**config.mk**
```make
export PLATFORM = sky130hd
export DESIGN_NAME = if_bus_if
export DESIGN_NICKNAME = d
export VERILOG_FILES = /design/src/rtl/if_bus_if.sv
export SDC_FILE = /design/constraint.sdc
export NUM_CORES = 1
export LEC_CHECK = 0
export ABC_AREA = 0
export CAP_MARGIN = 25
export CORE_MARGIN = 8
export CORE_UTILIZATION = 42
export DETAILED_ROUTE_END_ITERATION = 10
export HOLD_SLACK_MARGIN = 0.02
export PLACE_DENSITY = 0.95
export SKIP_LAST_GASP = 1
export SYNTH_ARGS = -nofsm -noshare
export SYNTH_HDL_FRONTEND = slang
export SYNTH_SLANG_ARGS = --single-unit
```
**constraint.sdc**
```tcl
create_clock -name clk -period 2.45 [get_ports clk]
set_clock_uncertainty 0.15 [all_clocks]
set_input_delay 0.49 -clock clk [delete_from_list [all_inputs] [get_ports clk]]
set_output_delay 0.49 -clock clk [all_outputs]
set_load 0.02 [all_outputs]
```
**src/rtl/if_bus_if.sv**
```systemverilog
// ----------------------------------------------------------------------------
// if_bus_if
//   Instruction-fetch bus interface between the PC register and the
//   instruction bus. Runs one Wishbone-style single read per fetch, returns
//   the word to IF/ID and holds the pipeline (stallreq_o) while the fetch
//   is outstanding.
//
// Ports
//   clk, rst      clock; synchronous active-high reset
//   stall[5:0]    pipeline stall vector (bit0 = PC, bit1 = IF)
//   flush         pipeline flush, aborts the current fetch
//   cpu_ce_i      fetch enable from PC register
//   cpu_addr_i    fetch address (bits [1:0] ignored)
//   cpu_data_o    fetched instruction, 32'h0 (NOP) when nothing is valid
//   stallreq_o    stall request to the control module
//   wb_*          instruction bus master (read-only, full-word selects)
//   bus_err_o     one-cycle pulse on fetch timeout
//
// Build option
//   IF_BUS_TIMEOUT_EN : enables the BUSY watchdog (TIMEOUT_CYCLES, 1..255).
//                       Without it bus_err_o is tied 0 and BUSY waits forever.
// ----------------------------------------------------------------------------
module if_bus_if #(
    parameter int unsigned TIMEOUT_CYCLES = 255
) (
    input  logic        clk,
    input  logic        rst,
    input  logic [5:0]  stall,
    input  logic        flush,
    input  logic        cpu_ce_i,
    input  logic [31:0] cpu_addr_i,
    output logic [31:0] cpu_data_o,
    output logic        stallreq_o,
    output logic [31:0] wb_adr_o,
    input  logic [31:0] wb_dat_i,
    input  logic        wb_ack_i,
    output logic        wb_cyc_o,
    output logic        wb_stb_o,
    output logic        wb_we_o,
    output logic [3:0]  wb_sel_o,
    output logic        bus_err_o
);

    typedef enum logic [1:0] {
        IDLE       = 2'd0,
        BUSY       = 2'd1,
        WAIT_STALL = 2'd2
    } state_t;

    state_t      state;
    state_t      state_nxt;
    logic [31:0] rd_buf;
    logic        launch;
    logic        timeout;

    assign launch  = (state == IDLE) && cpu_ce_i && !flush;
    assign wb_we_o = 1'b0;

`ifdef IF_BUS_TIMEOUT_EN
    logic [7:0] wd_cnt;

    // Fires on the TIMEOUT_CYCLES-th BUSY cycle without ack; flush and ack
    // both take precedence over the watchdog.
    assign timeout = (state == BUSY) && !wb_ack_i && !flush &&
                     (wd_cnt == 8'(TIMEOUT_CYCLES - 1));

    always_ff @(posedge clk) begin
        if (rst) begin
            wd_cnt    <= '0;
            bus_err_o <= 1'b0;
        end else begin
            bus_err_o <= timeout;
            if (launch)
                wd_cnt <= '0;
            else if (state == BUSY && !wb_ack_i)
                wd_cnt <= wd_cnt + 8'd1;
        end
    end
`else
    logic unused_timeout_cfg;

    // The watchdog limit is only meaningful when the watchdog is built in.
    assign unused_timeout_cfg = |8'(TIMEOUT_CYCLES);
    assign timeout            = 1'b0;
    assign bus_err_o          = 1'b0;
`endif

    // State register and bus-side registers.
    always_ff @(posedge clk) begin
        if (rst) begin
            state    <= IDLE;
            wb_adr_o <= '0;
            wb_cyc_o <= 1'b0;
            wb_stb_o <= 1'b0;
            wb_sel_o <= '0;
            rd_buf   <= '0;
        end else begin
            state <= state_nxt;
            case (state)
                IDLE: begin
                    if (launch) begin
                        wb_adr_o <= {cpu_addr_i[31:2], 2'b00};
                        wb_cyc_o <= 1'b1;
                        wb_stb_o <= 1'b1;
                        wb_sel_o <= 4'hF;
                    end
                end
                BUSY: begin
                    if (flush || wb_ack_i || timeout) begin
                        wb_cyc_o <= 1'b0;
                        wb_stb_o <= 1'b0;
                        wb_sel_o <= '0;
                    end
                    if (!flush && wb_ack_i)
                        rd_buf <= wb_dat_i;
                end
                default: ;
            endcase
        end
    end

    // Next state and combinational outputs. Reset masks the outputs so an
    // ack landing in the reset cycle never reaches IF/ID.
    always_comb begin
        state_nxt  = state;
        stallreq_o = 1'b0;
        cpu_data_o = '0;
        case (state)
            IDLE: begin
                if (launch)
                    state_nxt = BUSY;
                stallreq_o = launch;
            end
            BUSY: begin
                if (flush)
                    state_nxt = IDLE;
                else if (wb_ack_i)
                    state_nxt = (stall != 6'b0) ? WAIT_STALL : IDLE;
                else if (timeout)
                    state_nxt = IDLE;
                stallreq_o = !wb_ack_i && !flush && !timeout;
                if (wb_ack_i && !flush)
                    cpu_data_o = wb_dat_i;
            end
            WAIT_STALL: begin
                if (flush || stall == 6'b0)
                    state_nxt = IDLE;
                cpu_data_o = rd_buf;
            end
            default: state_nxt = IDLE;
        endcase
        if (rst) begin
            stallreq_o = 1'b0;
            cpu_data_o = '0;
        end
    end

endmodule

```
-- Word level (Yosys, flattened, before mapping)
Index checks and enable logic that the tools add are counted.
- $add $sub $neg: 0
- multiplexer cells: 17
- shift-type cells: 0
- multipliers: 0
- divide/modulo/power cells: 0
- bitwise gates (word level): 0
- $lt $le $gt $ge: 0
- equality and inequality tests: 6
- reductions and logical operators: 16
- operators with widths (operator ; count):
    32-bit 2-to-1 mux ; 2
    32-bit case mux with 2 select lines ; 1
    2-bit 2-to-1 mux ; 5
    4-bit 2-to-1 mux ; 2
    4-bit case mux with 2 select lines ; 1
    6-bit zero test ; 1
    2-bit inequality test (second input constant) ; 3
    2-bit case mux with 3 select lines ; 1
    3-bit AND reduction ; 2
    6-bit nonzero test ; 1
    1-bit logical AND ; 4
    1-bit case mux with 2 select lines ; 2
    2-bit AND reduction ; 2
    1-bit 2-to-1 mux ; 3
    3-bit inequality test (second input constant) ; 1
    2-bit by 1-bit equality test with 1-bit output (second input constant) ; 1
    2-bit equality test (second input constant) ; 1
    1-bit zero test ; 2
    2-bit zero test ; 1
    1-bit logical OR ; 2
    2-bit nonzero test ; 1
- memories: 0
- logic and storage cells: 44
- memory bits (writable): 0
- bits in registers: 69
- memory bits (read-only): 0
- input port bits: 75
- output and inout bits: 73
- bits in latches: 0

-- Logic depth before layout (Yosys ltp)
- word-level depth: 5
- depth in mapped cells: 8
- depth with buffers taken out: 6

-- Worst setup path before layout
Ideal clock, no wire load.
- path kind: reg-to-output
- start: register state[0]
- end: output cpu_data_o[10]
- cell stages (with the launch flop): 7
- arrival: 1428 ps
- required time: 1810 ps
- path buffers: 2
- setup slack: 382 ps
- path through: dfxtp_1 -> inv_1 -> ha_1 -> clkbuf_1 -> clkbuf_1 -> nand2_1 -> a21oi_1
- word-level cells in the longest chain between the ends: 3
- elaborated cells on any way between the ends: 4
- classes of those cells: eq/ne: 2; mux: 2
- ends and longest elaborated chain (what ; line ; source):
    start, declared ; 50 ; state_t state;
    start signal, assigned ; 98 ; state <= state_nxt;
    2-bit equality test / 2-bit by 1-bit equality test with 1-bit output (equally long branches) ; 128 ; case (state)
    32-bit case mux with 2 select lines * ; 128 ;
    32-bit 2-to-1 mux * ; 152 ; if (rst) begin
    end, declared ; 32 ; output logic [31:0] cpu_data_o,
Every way passes the cells marked *; elsewhere a longest branch is shown, timed or not.

-- Worst setup path in the final report
- start: register state[1]
- end: output cpu_data_o[8]
The elaborated chain is that of the path after synthesis.

==> flow_summary_export.csv <==
group,metric,value,unit
detailed_routing,drtAntennaViolNets,0,
detailed_routing,detail_route.vias_per_cell,4.97,
floorplan,placeableCoreArea,0.00639,mm²
power_and_ir_drop,internal-power,2470,µW
synthesis,yosys_register_bits,65,
clocking,clock-sinks,65,
detailed_routing,drt-wirelength-per-cell,15.4,µm
setup_path,worstPathArrival,1720,ps
clocking,tritoncts.num_buffers,9,
power_and_ir_drop,combPwrFrac,31.5,%
setup_path,minimum_setup_slack_among_reg_to_reg_paths,540,ps
cells_and_area,num-nets-final,631,
setup_path,critical_path_class,"reg2out",
power_and_ir_drop,static-leakage-power,0.00179,µW
sta,timing_max_transition_violations_final,0,
grt,grt_antenna_before_repair,0,
setup_path,setup.worst_path.end_class,"output port",
synthesis,netlist_area,0.00278,mm²
floorplan,std_cell_rows,29,
power_and_ir_drop,switchingPower,1080,µW
detailed_routing,drt-total-wl,9.77,mm
floorplan,num_io_pins,148,
setup_path,crit_required,1810,ps
grt,grt-ovfl-total,0,
grt,grt_use_total,19.8,%
detailed_routing,route.detailed.drc,0,
detailed_routing,vias,3156,
clocking,clock_latency_at_the_later_pin_of_the_worst_skew_pair,330,ps
cells_and_area,post-route-util,73.9,%
sta,timing.fmax,0.424,GHz
synthesis,ys_warn_count,0,
floorplan,chip_width,97.3,µm
grt,first_global_vias,3318,
synthesis,syn_avg_cell_area,7.27,µm²
clocking,cts_root_buffer,"sky130_fd_sc_hd__clkbuf_8",
sta,timing.slew.headroom,64.9,%
clocking,clock_tree_from_tritoncts,"built",
grt,grt_pass1_wl,15.6,mm
power_and_ir_drop,power_density,753,mW/mm²
clocking,hold_buffers,0,
placed_design,place.port_buffers,141,
sta,setup-violations-final,0,
cells_and_area,layout.cells.most_common,"sky130_fd_sc_hd__nand2_1",
setup_path,path_max_fanout,5,
sta,worst_pin_slew,526,ps
setup_path,timing.reg2reg.worst_path_depth,7,
detailed_routing,met1Wirelength,3.55,mm
clocking,buffer_depth_of_the_longest_clock_path,2,
clocking,clk_pin_slew_worst_paths,70,ps
power_and_ir_drop,power_frac_seq,34.8,%
cells_and_area,drive_above_1_share,22.0,%
sta,final-hold-violation-count,0,
synthesis,async_flop_share,0,%
synthesis,post_synth_num_cell_types,25,
min_path,min_path_type,"reg2reg",
cells_and_area,flow.area_growth_from_synthesis,69.8,%
floorplan,die_footprint,0.00948,mm²
min_path,min_path_cells,2,
clocking,cts_max_level,3,
detailed_routing,initialDrtViolationCount,85,
synthesis,synth_edf_count,0,
outcome,run_status,"completed",
setup_path,timing.critical_path.from_type,"register",
sta,fin_setup_tns,0,ps
sta,shortest_clock_period_the_worst_path_allows_after_layout,2360,ps
power_and_ir_drop,ir_worst_vdd,509,µV
synthesis,synth_flop_cell,"sky130_fd_sc_hd__dfxtp_1",
sta,min_period_over_period,96.4,%
cells_and_area,most-common-layout-cells,"sky130_fd_sc_hd__nand2_1 (156), sky130_fd_sc_hd__clkdlybuf4s50_1 (105), sky130_fd_sc_hd__a21oi_1 (86)",
power_and_ir_drop,pwr-share-clk,33.7,%
synthesis,synth_seq_area_share,46.8,%
detailed_routing,routed.top_layer,"met4",
synthesis,postSynthCellCount,382,
cells_and_area,diodes,0,
detailed_routing,drt_pass1_iterations,4,
grt,grt_start_max_net_pins,31,
floorplan,chipHeight,97.3,µm
floorplan,start_util,43.5,%
placed_design,detailed_place_hpwl,7.06,mm
detailed_routing,routed-wl-met3,1.00,mm
flow_run,number_of_violations_of_the_max_capacitance_limit,0,
detailed_routing,met2_length,5.04,mm
power_and_ir_drop,power.share.switching,30.4,%
placed_design,place.gp.congestion,0.785,
==> logic make-up (layout without fill, tap and decap cells) <==
family | count (synthesis) | in the layout | share of synthesized area [%]
flops | 65 | 65 | 46.8
other cells | 1 | 4 | 0.135
fa+ha+maj | 3 | 3 | 1.35
mux | 1 | 1 | 0.360
compound gates | 100 | 100 | 18.9
simple gates | 173 | 173 | 24.6
buf+inv | 39 | 212 | 7.83
==> what timing repair did <==
item                                    4_1_cts  5_1_grt
gates resized for setup                     140       31
cloned                                        2        0
setup buffers                                 1        0
pin swaps                                     1        4
endpoints found under the setup margin       33       33
==> Yosys cell counts (2+ instances only) <==
cell | instances | area share (%)
sky130_fd_sc_hd__nand2b_1 | 4 | 0.90
sky130_fd_sc_hd__buf_2 | 9 | 1.6
sky130_fd_sc_hd__dfxtp_1 | 65 | 47
sky130_fd_sc_hd__nor2_1 | 2 | 0.27
sky130_fd_sc_hd__a211oi_1 | 2 | 0.54
sky130_fd_sc_hd__clkbuf_1 | 14 | 1.9
sky130_fd_sc_hd__buf_4 | 10 | 2.7
sky130_fd_sc_hd__nand2_1 | 159 | 21
sky130_fd_sc_hd__a21oi_1 | 95 | 17
sky130_fd_sc_hd__buf_6 | 3 | 1.2
sky130_fd_sc_hd__inv_1 | 3 | 0.41
sky130_fd_sc_hd__ha_1 | 3 | 1.4
==> worst max-delay path, stage by stage (launching register included) <==
cell,delay (ps)
sky130_fd_sc_hd__dfxtp_1,330
sky130_fd_sc_hd__inv_2,90
sky130_fd_sc_hd__ha_4,150
sky130_fd_sc_hd__nand2b_4,70
sky130_fd_sc_hd__nor2_4,140
sky130_fd_sc_hd__buf_6,130
sky130_fd_sc_hd__buf_6,130
sky130_fd_sc_hd__nand2_1,80
sky130_fd_sc_hd__a21oi_2,130
sky130_fd_sc_hd__buf_4,150
==> layout make-up <==
class                   count  area, µm²
multi-input cells         281       1330
flip-flops and latches     65       1300
repair buffers            193       1710
clock buffers               9        124
well taps                  77       96.3
fillers                   481       1670
inverters                   3       11.3
clock inverters             7        143
==> state kept, by name, indices dropped and copies added (netlist names) <==
| name | cells |
|---|---|
| wb_sel_o | 1 |
| rd_buf | 32 |
| state | 2 |
| wb_adr_o | 30 |
==> metrics by stage <==
stage	hold slack (ps)	cell area, µm²	std cells	power [µW]	setup WS, ps
global placement	291	4470	616	2280	-519
detailed placement	297	4470	616	2320	-572
global route	320	4720	635	3730	-15.5
finish	305	4720	635	3550	88.7
floorplan	287	2790	385	1840	382
CTS	306	4630	635	3540	-153
==> power groups by stage <==
stage	combinational (µW)	clock, µW	sequential, µW
2_1_floorplan	533	0	1310
3_3_place_gp	1040	0	1240
3_5_place_dp	1070	0	1250
4_1_cts	1090	1220	1230
5_1_grt	1200	1280	1250
6_report	1120	1200	1240
==> final timing paths <==
check | endpoint | from
worst max-delay path | cpu_data_o[8] | state[1]
worst min-delay path | wb_adr_o[25] | wb_adr_o[25]
worst max register to register | wb_adr_o[20] | state[0]
worst min register to register | wb_adr_o[25] | wb_adr_o[25]
==> routing by layer <==
metal,vias up,track usage [%]
met5,-,0
met4,0,6.64
met3,18,9.82
met2,113,36.2
met1,1461,18.6
li1,1564,-
Power figures use the tool's default switching activity.
